[src/rtl/id_ex_pipe_reg.sv]
// ID/EX pipeline register with load-use bubble insertion, branch flush and bubble counter.
// Latency: 1 cycle from accept to out_valid; 1 instruction/cycle absent hazards and stalls.
// Backpressure: when out_ready is low a held instruction stays frozen and in_ready drops.
module id_ex_pipe_reg #(
    parameter int DW   = 32,
    parameter int RW   = 5,
    parameter int CNTW = 16
) (
    input  logic            clk,
    input  logic            rst,
    input  logic            flush,
    input  logic            in_valid,
    output logic            in_ready,
    input  logic [DW-1:0]   id_pc,
    input  logic [DW-1:0]   id_rd1,
    input  logic [DW-1:0]   id_rd2,
    input  logic [DW-1:0]   id_imm,
    input  logic [2:0]      id_op,
    input  logic            id_alusrc,
    input  logic [RW-1:0]   id_rs1,
    input  logic [RW-1:0]   id_rs2,
    input  logic [RW-1:0]   id_rd,
    input  logic            id_regwrite,
    input  logic            id_memread,
    input  logic            id_memwrite,
    input  logic            id_branch,
    output logic            out_valid,
    input  logic            out_ready,
    output logic [DW-1:0]   ex_pc,
    output logic [DW-1:0]   ex_rd1,
    output logic [DW-1:0]   ex_rd2,
    output logic [DW-1:0]   ex_imm,
    output logic [2:0]      ex_op,
    output logic            ex_alusrc,
    output logic [RW-1:0]   ex_rs1,
    output logic [RW-1:0]   ex_rs2,
    output logic [RW-1:0]   ex_rd,
    output logic            ex_regwrite,
    output logic            ex_memread,
    output logic            ex_memwrite,
    output logic            ex_branch,
    output logic [CNTW-1:0] bubble_cnt
);

    localparam logic [1:0] S_EMPTY  = 2'd0;
    localparam logic [1:0] S_FULL   = 2'd1;
    localparam logic [1:0] S_BUBBLE = 2'd2;

    logic [1:0] state;
    logic       adv;
    logic       rs2_used;
    logic       hazard;
    logic       bubble_ins;
    logic       clr_ex;
    logic       load_ex;

    assign out_valid = (state == S_FULL);
    assign adv       = !out_valid || out_ready;

    // rs2 only matters when it feeds the ALU or supplies store data
    assign rs2_used  = !id_alusrc || id_memwrite;
    assign hazard    = out_valid && ex_memread && (ex_rd != '0) && in_valid &&
                       ((id_rs1 == ex_rd) || ((id_rs2 == ex_rd) && rs2_used));
    assign in_ready  = adv && !hazard && !flush;

    assign bubble_ins = !flush && hazard && adv;
    assign clr_ex     = flush || bubble_ins;
    assign load_ex    = !flush && !hazard && adv && in_valid;

    always_ff @(posedge clk) begin
        if (rst) begin
            state <= S_EMPTY;
        end else if (flush) begin
            state <= S_EMPTY;
        end else if (hazard) begin
            if (adv) begin
                state <= S_BUBBLE;
            end
        end else if (adv) begin
            state <= in_valid ? S_FULL : S_EMPTY;
        end
    end

    // ex_* hold their last contents when the slot simply drains empty
    always_ff @(posedge clk) begin
        if (rst || clr_ex) begin
            ex_pc       <= '0;
            ex_rd1      <= '0;
            ex_rd2      <= '0;
            ex_imm      <= '0;
            ex_op       <= '0;
            ex_alusrc   <= 1'b0;
            ex_rs1      <= '0;
            ex_rs2      <= '0;
            ex_rd       <= '0;
            ex_regwrite <= 1'b0;
            ex_memread  <= 1'b0;
            ex_memwrite <= 1'b0;
            ex_branch   <= 1'b0;
        end else if (load_ex) begin
            ex_pc       <= id_pc;
            ex_rd1      <= id_rd1;
            ex_rd2      <= id_rd2;
            ex_imm      <= id_imm;
            ex_op       <= id_op;
            ex_alusrc   <= id_alusrc;
            ex_rs1      <= id_rs1;
            ex_rs2      <= id_rs2;
            ex_rd       <= id_rd;
            ex_regwrite <= id_regwrite;
            ex_memread  <= id_memread;
            ex_memwrite <= id_memwrite;
            ex_branch   <= id_branch;
        end
    end

    always_ff @(posedge clk) begin
        if (rst) begin
            bubble_cnt <= '0;
        end else if (bubble_ins && (bubble_cnt != {CNTW{1'b1}})) begin
            bubble_cnt <= bubble_cnt + CNTW'(1);
        end
    end

endmodule
[config.mk]
export PLATFORM = sky130hd
export DESIGN_NAME = id_ex_pipe_reg
export DESIGN_NICKNAME = d
export VERILOG_FILES = /design/src/rtl/id_ex_pipe_reg.sv
export SDC_FILE = /design/constraint.sdc
export NUM_CORES = 1
export LEC_CHECK = 0
export CAP_MARGIN = 5
export CORE_MARGIN = 2
export CORE_UTILIZATION = 45
export DETAILED_ROUTE_END_ITERATION = 6
export GPL_TIMING_DRIVEN = 0
export PLACE_DENSITY = 0.8
export SLEW_MARGIN = 15
export SYNTH_ARGS = -nofsm -noshare
export SYNTH_HDL_FRONTEND = slang
export SYNTH_SLANG_ARGS = --single-unit
[constraint.sdc]
create_clock -name clk -period 2.35 [get_ports clk]
set_input_delay 0.235 -clock clk [delete_from_list [all_inputs] [get_ports clk]]
set_output_delay 0.235 -clock clk [all_outputs]
set_load 0.1 [all_outputs]
# ---- Word-level counts from Yosys, hierarchy flattened
# Index checks and enable logic that the tools add are counted.
dict set report totals {
  register_bits 169
  out_inout_bits 169
  word_cells 48
}
dict set report classes {
  addsub 1
  eq_ne 4
  n_mux 4
  reduce_logical 24
}
# cell n
set op_table {}
lappend op_table {{16-bit by 1-bit adder with 16-bit output (second input constant)} 1}
lappend op_table {{16-bit != test (second input constant)} 1}
lappend op_table {{1-bit logical AND} 13}
lappend op_table {{5-bit == test} 2}
lappend op_table {{2-bit two-way mux} 3}
lappend op_table {{1-bit logical OR} 5}
lappend op_table {{5-bit nonzero test} 1}
lappend op_table {{1-bit logical NOT} 4}
lappend op_table {{2-bit by 1-bit == test with 1-bit output (second input constant)} 1}
lappend op_table {{2-bit OR reduction} 1}
lappend op_table {{1-bit two-way mux} 1}

# ---- Longest topological paths before layout
dict set report logic_depth {
  depth_word 9
  ltp_mapped 9
  mapped_depth_nobuf 5
}

# ---- Worst setup path after synthesis
# Ideal clock, no wire load.
dict set report synth_path {
  path_kind {flip-flop to output port}
  startpoint {register ex_rd[4]}
  endpoint {output port in_ready}
  t_arrival_ps 3507
  slack_ps -1392
  path_stages_with_launch 8
  path_buffers 2
  cell_sequence {dfxtp_1 > xor2_1 > nor4_1 > a22oi_2 > clkbuf_1 > clkbuf_1 > nor2_1 > nor2_1}
}
dict set report synth_via {
  elab_chain_len 7
  word_cells_on_any_way 11
  cone_classes {2 x eq/ne; 9 x reduce/logical}
}
# element line_no
set synth_rtl {}
lappend synth_rtl {{start, declared} 37} ;# output logic [RW-1:0] ex_rd,
lappend synth_rtl {{start signal, assigned} 109} ;# ex_rd <= id_rd;
lappend synth_rtl {{5-bit == test / 5-bit nonzero test (equally long branches)} {63, 62}}
lappend synth_rtl {{1-bit logical AND (on tied branches)} {63, 62}}
lappend synth_rtl {{1-bit logical OR / 1-bit logical AND (equally long branches)} {63, 62}}
lappend synth_rtl {{1-bit logical AND *} 62} ;# assign hazard = out_valid && ex_memread && (ex_rd != '0) && in_valid &&
lappend synth_rtl {{1-bit logical NOT *} 64} ;# assign in_ready = adv && !hazard && !flush;
lappend synth_rtl {{1-bit logical AND * (2 in a row)} 64}
lappend synth_rtl {{end, declared} 13} ;# output logic in_ready,
# Every way passes the cells marked *; elsewhere a longest branch is shown, timed or not.

# ---- Worst setup path in the final report
dict set report layout_path {
  startpoint {register ex_rd[0]}
  endpoint {output port in_ready}
}
# Same word-level chain as after synthesis.

==> results by group <==
Run status
  • Outcome: finished, final reports clean

Placed design
  • Port bufs: 324
  • Hpwl dp: 21.5 mm
  • Routability Congestion: 0.868
  • Inst Count DP: 1443
  • Dpl ws: -1.38 ns

Clocking
  • Worst-path clk slew: 0.07 ns
  • Htree depth: 4
  • Sink Count: 169
  • Num CTS Buffers: 17
  • Root Driver: clkbuf_16
  • CTS tree: yes
  • Clock Latency Late Sink: 0.43 ns
  • CTS Buffer Depth: 2

Cells and area
  • Fin nets: 1356
  • N_diodes: 0
  • Syn-to-layout area delta: 48.3%
  • Post-Layout Cell Count: 1477
  • Share of cells above drive strength 1: 0.140

Worst setup path
  • Crit Path Category: flop to output port
  • WP data arrival: 2.11 ns
  • Element type at the critical path end: output port
  • Required @ worst endpoint: 2.12 ns
  • Critical path launch point type: flop
  • Worst-path fanout max: 5

STA
  • Final hold viol count: 0
  • Worst hold slack: 0.388 ns
  • Slew @ Worst Pin: 1.11 ns
  • Tmin final: 2.34 ns
  • Setup WS post-layout: 0.00748 ns
  • Layout Skew: 0.0112 ns
  • Count of pins over their slew limit: 0
  • Slew margin rel.: 0.259
  • Tcrit/Tclk final: 0.997
  • Achievable Freq: 427 MHz
  • RSZ-0062 raised after global routing: yes
  • # setup viols final: 0

Detailed routing
  • DR DRC count: 0
  • Avg WL per Cell: 20.1 µm
  • Final ANT Viol Nets: 0
  • DRT Pass-1 Iters: 5
  • Initial DRC count: 526
  • Vias: 8640
  • Drt total wl: 29.6 mm
  • Vias per cell: 5.85

Power
  • Pwr per Cell Area: 543 nW/µm²
  • Max VDD drop: 0.000465 V
  • Total Power: 7.19 mW
  • LEAKAGE: 4.45 nW

GRT
  • Global-route wire length before repair: 44.3 mm
  • Vias in the first global route: 8361
  • Global routing usage on met2: 0.445
  • Gr busiest metal: met2
  • Initial antenna violation count: 0
  • Total track usage: 0.267
  • Grt met1 use: 0.336
  • Remaining global-route overflow: 0
  • Largest net degree at the start of global routing: 20
  • Met3 Track Usage GR: 0.0619

Synthesis
  • Synth area leader: dfxtp_1
  • Yosys cell types: 42
  • Count leader, synth: o211ai_1
  • Share of flip-flops with an asynchronous set or reset: 0
  • Largest cells by area after synthesis: dfxtp_1, o211ai_1, mux2i_1, buf_12, buf_8
  • Net Count, Synth: 1011
  • Commonest cells in the netlist: o211ai_1, dfxtp_1, mux2i_1
  • Post-synth top flop: dfxtp_1
  • EDFF count, synth: 0
  • Syn Area/Cell: 10.5 µm²
  • Mapped Cells: 854
  • Synthesized area: 8930 µm²
  • Yosys warnings: 0
  • Yosys reg bits: 169
  • Sequential fraction of the synthesis area: 0.379
  • Synth top area share: 0.379

Floorplan
  • # IOs: 325
  • Initial core utilization: 0.459
  • Die area: 21000 µm²
  • Die Ht: 145 µm
  • # rows: 51
  • Core Box Area: 19500 µm²
  • Die X: 145 µm

Hold path
  • Hold Path Class: input port to flop

Job
  • Max Cap Viol: 0
through the flow:
stage                      util  area, µm²  setup TNS (ns)
after global placement    0.645      12600          -78.55
after floorplan               -       8980               0
final                     0.680      13200               0
after detailed placement  0.645      12600          -79.92
after global routing      0.680      13200         -0.0838
after CTS                 0.677      13200         -0.0541
state kept, by name (all words and copies together) (netlist names):
signal and count:
ex_memread 1, ex_alusrc 1, ex_rd1 32, bubble_cnt 16, ex_rd2 32, state 2, ex_rd 5, ex_pc 32
ex_branch 1, ex_rs2 5, ex_op 3, ex_rs1 5, ex_regwrite 1, ex_imm 32, ex_memwrite 1
critical path, cell delays in order (launching register included):
cell       delay (ns)
dfxtp_4          0.36
or4_4            0.57
o2111ai_4        0.22
buf_6            0.15
nor2_2           0.05
nor2_4           0.13
buf_12           0.18
layout make-up:
cell class                      instances  area [µm²]
Buffer                                124        1070
Clock buffer                           22         474
Clock inverter                         10         115
Fill cell                            1500        6220
Inverter                                5        18.8
Multi-Input combinational cell        555        4530
Sequential cell                       169        3410
Tap cell                              265         332
Timing Repair Buffer                  327        3280
worst paths after layout:
| check | start | endpoint | slack [ns] | cells past startpoint |
|---|---|---|---|---|
| worst min-delay path | id_pc[16] | ex_pc[16] | 0.39 | 3 |
| worst min register to register | ex_op[1] | ex_op[1] | 0.49 | 2 |
| worst max-delay path | ex_rd[0] | in_ready | 0.007 | 6 |
| worst max register to register | ex_rd[0] | ex_rd2[11] | 0.06 | 9 |
per-layer routing:
layer / share of wire / vias to the layer above
met4: 0.030 / 0
li1: - / 4061
met5: 0 / -
met1: 0.41 / 4137
met3: 0.074 / 60
met2: 0.48 / 382
cells by family after synthesis:
kind of cell             synth area share
AND/OR/NAND/NOR                    0.0383
buffers and inverters               0.118
multiplexers                        0.174
XOR/XNOR                          0.00981
adder cells (fa/ha/maj)           0.00140
AO/OA/AOI/OAI                       0.280
flip-flops                          0.379
power breakdown:
| part | internal (mW) | total, mW | switching, mW | leakage [nW] |
|---|---|---|---|---|
| sequential | 2.92 | 2.96 | 0.0401 | 1.38 |
| combinational | 0.538 | 1.39 | 0.849 | 2.78 |
| clock | 1.65 | 2.85 | 1.19 | 0.291 |
| total | 5.11 | 7.19 | 2.08 | 4.45 |
layout by cell type, fill, tap and decap left out, drive strengths merged, types with 2 or more instances in the layout:
cell / n
a21oi: 11
and3: 3
and4: 2
buf: 82
bufinv: 2
clkbuf: 68
clkdlybuf4s50: 322
clkinv: 5
dfxtp: 169
inv: 7
mux2: 4
mux2i: 151
nand2: 4
nand3: 6
nand4: 4
nor2: 9
nor2b: 5
nor3: 3
nor4: 5
o2111ai: 2
o211ai: 302
o21ai: 2
o31ai: 8
or2: 2
or4: 10
xor2: 10
repair_timing:
item | in CTS | in global routing
pin swaps | 1 | 0
gates resized for setup | 21 | 28
hold buffers | 0 | 0
endpoints found under the setup margin | 153 | 144
setup buffers | 1 | 2
cloned | 0 | 0
(Power assumes the default switching activity.)
